[src/rtl/branch_flag_ctrl.sv]
// Execute-stage flag register and branch resolver: owns NZCV, resolves B/B.cond/CBZ/CBNZ,
// and issues a registered PC redirect followed by a counted front-end flush window.
module branch_flag_ctrl #(
  parameter int WIDTH         = 64,
  parameter int SQUASH_CYCLES = 2
) (
  input  logic             clk,
  input  logic             reset,
  input  logic             stall,
  input  logic             alu_valid,
  input  logic             set_flags,
  input  logic             alu_n,
  input  logic             alu_z,
  input  logic             alu_c,
  input  logic             alu_v,
  input  logic             br_valid,
  input  logic [1:0]       br_type,
  input  logic [3:0]       br_cond,
  input  logic             reg_zero,
  input  logic [WIDTH-1:0] br_target,
  output logic [3:0]       flags_q,
  output logic             redirect_valid,
  output logic [WIDTH-1:0] redirect_pc,
  output logic             flush,
  output logic [0:0]       dbg_state
);

  localparam int CNT_W = $clog2(SQUASH_CYCLES + 1);

  localparam logic [0:0] ST_IDLE   = 1'b0;
  localparam logic [0:0] ST_SQUASH = 1'b1;

  localparam logic [1:0] BR_B    = 2'b00;
  localparam logic [1:0] BR_COND = 2'b01;
  localparam logic [1:0] BR_CBZ  = 2'b10;
  localparam logic [1:0] BR_CBNZ = 2'b11;

  logic [3:0]       r_flags;
  logic             r_redirect_valid;
  logic [WIDTH-1:0] r_redirect_pc;
  logic [CNT_W-1:0] r_squash_cnt;

  logic             w_accept;
  logic [3:0]       w_alu_flags;
  logic [3:0]       w_eff_flags;
  logic             w_n, w_z, w_c, w_v;
  logic             w_cond_true;
  logic             w_taken;
  logic [0:0]       w_state;

  assign w_state     = (r_squash_cnt != '0) ? ST_SQUASH : ST_IDLE;
  assign w_accept    = alu_valid & ~stall & (w_state == ST_IDLE);
  assign w_alu_flags = {alu_n, alu_z, alu_c, alu_v};
  // Same-instruction flag write is forwarded so B.cond never sees stale NZCV.
  assign w_eff_flags = set_flags ? w_alu_flags : r_flags;
  assign {w_n, w_z, w_c, w_v} = w_eff_flags;

  always_comb begin
    w_cond_true = 1'b0;
    case (br_cond)
      4'd0:  w_cond_true = w_z;
      4'd1:  w_cond_true = ~w_z;
      4'd2:  w_cond_true = w_c;
      4'd3:  w_cond_true = ~w_c;
      4'd4:  w_cond_true = w_n;
      4'd5:  w_cond_true = ~w_n;
      4'd6:  w_cond_true = w_v;
      4'd7:  w_cond_true = ~w_v;
      4'd8:  w_cond_true = w_c & ~w_z;
      4'd9:  w_cond_true = ~(w_c & ~w_z);
      4'd10: w_cond_true = (w_n == w_v);
      4'd11: w_cond_true = (w_n != w_v);
      4'd12: w_cond_true = ~w_z & (w_n == w_v);
      4'd13: w_cond_true = w_z | (w_n != w_v);
      default: w_cond_true = 1'b1;
    endcase
  end

  always_comb begin
    w_taken = 1'b0;
    case (br_type)
      BR_B:    w_taken = 1'b1;
      BR_COND: w_taken = w_cond_true;
      BR_CBZ:  w_taken = reg_zero;
      BR_CBNZ: w_taken = ~reg_zero;
      default: w_taken = 1'b0;
    endcase
  end

  // redirect_valid is a single-cycle pulse with no back-pressure: fetch must load
  // redirect_pc in the cycle it is high; stall never stretches it.
  always_ff @(posedge clk) begin
    if (reset) begin
      r_flags          <= 4'b0000;
      r_redirect_valid <= 1'b0;
      r_redirect_pc    <= '0;
      r_squash_cnt     <= '0;
    end else begin
      r_redirect_valid <= 1'b0;
      if (w_accept && set_flags)
        r_flags <= w_alu_flags;
      if (w_accept && br_valid && w_taken) begin
        r_redirect_valid <= 1'b1;
        r_redirect_pc    <= br_target;
        r_squash_cnt     <= CNT_W'(SQUASH_CYCLES);
      end else if (w_state == ST_SQUASH && !stall) begin
        r_squash_cnt <= r_squash_cnt - CNT_W'(1);
      end
    end
  end

  assign flags_q        = r_flags;
  assign redirect_valid = r_redirect_valid;
  assign redirect_pc    = r_redirect_pc;
  assign flush          = (w_state == ST_SQUASH);
  assign dbg_state      = w_state;

endmodule

[config.mk]
export PLATFORM = sky130hd
export DESIGN_NAME = branch_flag_ctrl
export DESIGN_NICKNAME = d
export VERILOG_FILES = /design/src/rtl/branch_flag_ctrl.sv
export SDC_FILE = /design/constraint.sdc
export NUM_CORES = 1
export LEC_CHECK = 0
export ABC_CLOCK_PERIOD_IN_PS = 2300
export BUFFER_PORTS_ARGS = -buffer_cell sky130_fd_sc_hd__buf_2
export CAP_MARGIN = 20
export CORE_MARGIN = 5
export CORE_UTILIZATION = 40
export DETAILED_ROUTE_END_ITERATION = 16
export GPL_ROUTABILITY_DRIVEN = 0
export PLACE_DENSITY_LB_ADDON = 0.25
export SLEW_MARGIN = 5
export SYNTH_ARGS = -nofsm -noshare
export SYNTH_HDL_FRONTEND = slang
export SYNTH_SLANG_ARGS = --single-unit
[constraint.sdc]
create_clock -name clk -period 2.3 [get_ports clk]
set_input_delay 0.46 -clock clk [delete_from_list [all_inputs] [get_ports clk]]
set_output_delay 0.46 -clock clk [all_outputs]
set_load 0.05 [all_outputs]
==> impl_summary.txt <==
----------------------------------------------------
[Timing]
  Hold Slack ... 0.367 ns
  Final-report max-slew violation count ... 0
  Final Critical Period ... 2.19 ns
  Setup skew after layout ... 0.00514 ns
  Setup TNS ... 0 ns
  Final setup fails ... 0
  Number of failing hold endpoints at the final stage ... 0
  Final worst slack ... 0.110 ns
  Final worst path period share ... 0.952
  Transition at the pin with the smallest max-transition slack ... 0.511 ns
  Rel. slew slack ... 0.660
  Highest achievable clock rate ... 457 MHz

[Global routing]
  Global-route usage over all layers ... 0.147
  Vias in the first global route ... 2741
  Global route overflow ... 0
  Pin count of the biggest net entering global routing ... 78
  Wire length of the first global-routing pass ... 12200 µm
  Initial antenna violation count ... 0

[Worst setup path]
  Bufs and invs on worst path ... 3
  Reg2reg start ... flags_q[3]
  Arrival @ worst endpoint ... 2.42 ns
  Slowest stage cell, crit path ... sky130_fd_sc_hd__mux4_2
  Largest stage delay on the critical path ... 0.48 ns
  Critical path fanouts, max ... 6
  Series of cell instances along the critical path ... xnor2_2 > mux4_2 > xnor2_2 > nor3b_2 > o31ai_4 > buf_12 > clkbuf_16 > clkbuf_16 > and3b_1
  Required time of the worst setup path ... 2.53 ns
  Critical path class ... flop to flop
  Worst setup SP type ... flop
  Family with the most delay on the worst path ... multiplexers
  Minimum setup slack among reg-to-reg paths ... 0.11 ns
  Worst reg2reg path depth ... 9
  Critical register-to-register path endpoint ... r_squash_cnt[0]
  Sort of element at the end of the critical path ... flop

[Synth]
  Yosys Warn Count ... 0
  Cell variety after synth ... 24
  Async S/R FF share, synth ... 0
  Synth Net Count ... 419
  Top post-synthesis cells by count ... sky130_fd_sc_hd__nand2b_1 (128), sky130_fd_sc_hd__dfxtp_1 (71), sky130_fd_sc_hd__mux2i_1 (68)
  Synth Area in Compound Gates ... 0.0214
  Sequential fraction of the synthesis area ... 0.426
  Number of synthesized flops with an enable pin ... 0
  Post-synthesis share of cell area spent on xor and xnor gates ... 0.0184
  Proportion of synthesized area in mux cells ... 0.217
  Post-synth top area share ... 0.426
  Area share of and/or/nand/nor cells after synthesis ... 0.270
  Synthesized-area fraction occupied by adder cells ... 0.00375
  Cell area after synthesis ... 3340 µm²
  Main combinational cell family by area after synthesis ... simple AND/OR/NAND/NOR gates
  Flip-flop and latch count after synthesis ... 71
  Dominant cell type by area after synthesis ... sky130_fd_sc_hd__dfxtp_1
  Post-Synthesis Mean Instance Area ... 9.91 µm²
  Cell types occupying the most area after synthesis ... sky130_fd_sc_hd__dfxtp_1 (43%), sky130_fd_sc_hd__nand2b_1 (24%), sky130_fd_sc_hd__mux2i_1 (20%)
  Leading cell type by number of instances after synthesis ... sky130_fd_sc_hd__nand2b_1
  Cells after synthesis ... 337
  Primary FF master, synth ... sky130_fd_sc_hd__dfxtp_1

[Drt]
  Vias per Instance ... 4.50
  Detail Route Antenna Nets ... 0
  Total vias in the final route ... 2734
  Remaining DRCs ... 0
  Wire length per cell ... 13.0 µm
  Number of detailed-routing iterations run before antenna repair ... 4
  Final Routed Wirelength ... 7890 µm
  Number of DRC markers after the initial detailed-route iteration ... 68

[Finish]
  Number of diodes ... 0
  Ratio of cells with drive above 1 in the final layout ... 0.400
  Cell area after layout ... 4780 µm²
  Final-layout fill cell count ... 730
  Layout Nets ... 580
  Final core utilization ... 0.584
  Area growth from synthesis to layout ... 43.1%
  Footprint of the multi-input gates ... 1800 µm²
  Sequential standard cell area ... 1430 µm²

[CTS]
  Total clock buffers created by CTS ... 9
  Clock Path Buffers ... 2
  Maximum level of the CTS H-tree ... 3
  Cell at the root of the clock tree ... sky130_fd_sc_hd__clkbuf_8
  TritonCTS clock tree ... built
  Clock slew seen by the registers of the worst setup and hold paths ... 0.08 ns
  Number of sinks on the clock net ... 71
  Clk_lat worst skew ... 0.34 ns

[Min path]
  Min-Delay Path Class ... input pin to flop
  Hold Path Sink ... redirect_pc[53]
  Startpoint of the most critical hold path ... br_target[53]
  Worst hold path depth ... 3

[Run status]
  Result of the run ... completed

[Power and ir drop]
  Worst voltage drop across the vdd grid ... 0.364 mV
  Pleak ... 2.59 nW
  Ratio of total power to cell area ... 688 nW/µm²

[Floorplanning]
  Area inside the core boundary ... 8180 µm²
  Full die area ... 10300 µm²
  Number of cell rows ... 33
  IO Count ... 152
  Die extent in x ... 101 µm
  Starting density of the core ... 0.408
  Floorplan die height ... 101 µm

[Placed design]
  Area post-placement ... 4310 µm²
  Detailed placer's ending HPWL ... 5710 µm
  Worst Setup Slack post-DPL ... -0.190 ns
  Number of input and output port buffers inserted ... 151

[Job]
  Reported max-cap violation count ... 0

----------------------------------------------------
-- through the flow --
step                total power [W]  std cells
global placement            0.00194        585
CTS                         0.00328        601
floorplan                   0.00176        337
global route                0.00343        608
detailed placement          0.00195        585
finish                      0.00329        608
-- layout make-up --
cell class / instances / share of cell area
repair buffers: 175 / 0.236
flip-flops and latches: 71 / 0.299
inverters: 4 / 0.00314
clock inverters: 5 / 0.0270
clock buffers: 11 / 0.0296
multi-input cells: 237 / 0.378
well taps: 105 / 0.0275
-- power breakdown --
group / switching, W / internal, W / leakage, nW
Sequential: 0.0000262 / 0.00128 / 0.577
Combinational: 0.000376 / 0.000273 / 1.88
Clock: 0.000471 / 0.000863 / 0.134
-- per-layer routing --
metal	share of wire	vias up	global-route usage
met5	0	-	0
met4	0.0077	0	0.0317
met3	0.098	5	0.0689
met2	0.46	89	0.232
met1	0.44	1228	0.183
li1	-	1412	-
-- kinds of logic after synthesis --
group                      after synthesis
muxes                                   70
buffers and inverters                   29
AOI/OAI and AO/OA                       11
DFF                                     71
adders and majority gates                1
and+or+nand+nor                        148
xor gates and xnor gates                 7
-- sequential cells by signal (all words and copies together), names as in the netlist --
name / flops
redirect_pc: 64
flags_q: 4
r_squash_cnt: 2
redirect_valid: 1
-- worst register-to-register path: stages (launching register included) --
cell and delay, ns:
sky130_fd_sc_hd__dfxtp_4 0.36, sky130_fd_sc_hd__xnor2_2 0.13, sky130_fd_sc_hd__mux4_2 0.48, sky130_fd_sc_hd__xnor2_2 0.16, sky130_fd_sc_hd__nor3b_2 0.24, sky130_fd_sc_hd__o31ai_4 0.10, sky130_fd_sc_hd__buf_12 0.15, sky130_fd_sc_hd__clkbuf_16 0.16
sky130_fd_sc_hd__clkbuf_16 0.16, sky130_fd_sc_hd__and3b_1 0.15
-- timing repair --
item	CTS	global route
resized for setup	0	5
setup buffers	0	2
endpoints found under the setup margin	0	22
hold buffers	0	0
-- worst max path at each step --
stage | slack, ns | to | startpoint | depth (start not counted)
floorplan | 0.01 | redirect_pc[0] | br_cond[1] | 9
global placement | -0.12 | redirect_pc[49] | alu_n | 10
detailed placement | -0.19 | redirect_pc[61] | alu_v | 10
CTS | 0.07 | redirect_pc[61] | flags_q[3] | 9
global route | -0.002 | redirect_pc[39] | flags_q[3] | 9
finish | 0.11 | r_squash_cnt[0] | flags_q[3] | 9
-- layout by cell type, fill, tap and decap left out --
cell type                     n
sky130_fd_sc_hd__a32oi_1      1
sky130_fd_sc_hd__ha_1         1
sky130_fd_sc_hd__dfxtp_4      1
sky130_fd_sc_hd__xnor2_1      4
sky130_fd_sc_hd__nor2_1       3
sky130_fd_sc_hd__dfxtp_2      3
sky130_fd_sc_hd__o211a_1      1
sky130_fd_sc_hd__o21ai_1      1
sky130_fd_sc_hd__nor3b_1      1
sky130_fd_sc_hd__and3b_1      1
sky130_fd_sc_hd__mux2i_1     67
sky130_fd_sc_hd__bufinv_16    4
sky130_fd_sc_hd__buf_2      151
sky130_fd_sc_hd__o31ai_4      1
sky130_fd_sc_hd__nand2_1      7
sky130_fd_sc_hd__clkinv_4     1
sky130_fd_sc_hd__mux2i_2      1
sky130_fd_sc_hd__xnor2_2      2
sky130_fd_sc_hd__inv_1        4
sky130_fd_sc_hd__nor2b_1      3
sky130_fd_sc_hd__buf_4       11
sky130_fd_sc_hd__nor3b_2      1
sky130_fd_sc_hd__mux4_2       2
sky130_fd_sc_hd__xor2_1       1
sky130_fd_sc_hd__a21oi_1      6
sky130_fd_sc_hd__clkbuf_16    6
sky130_fd_sc_hd__dfxtp_1     67
sky130_fd_sc_hd__clkbuf_1     1
sky130_fd_sc_hd__clkbuf_8    10
sky130_fd_sc_hd__nand2b_1   128
sky130_fd_sc_hd__buf_12       7
sky130_fd_sc_hd__o21ai_0      1
sky130_fd_sc_hd__nand3_1      4
(Power assumes the default switching activity.)
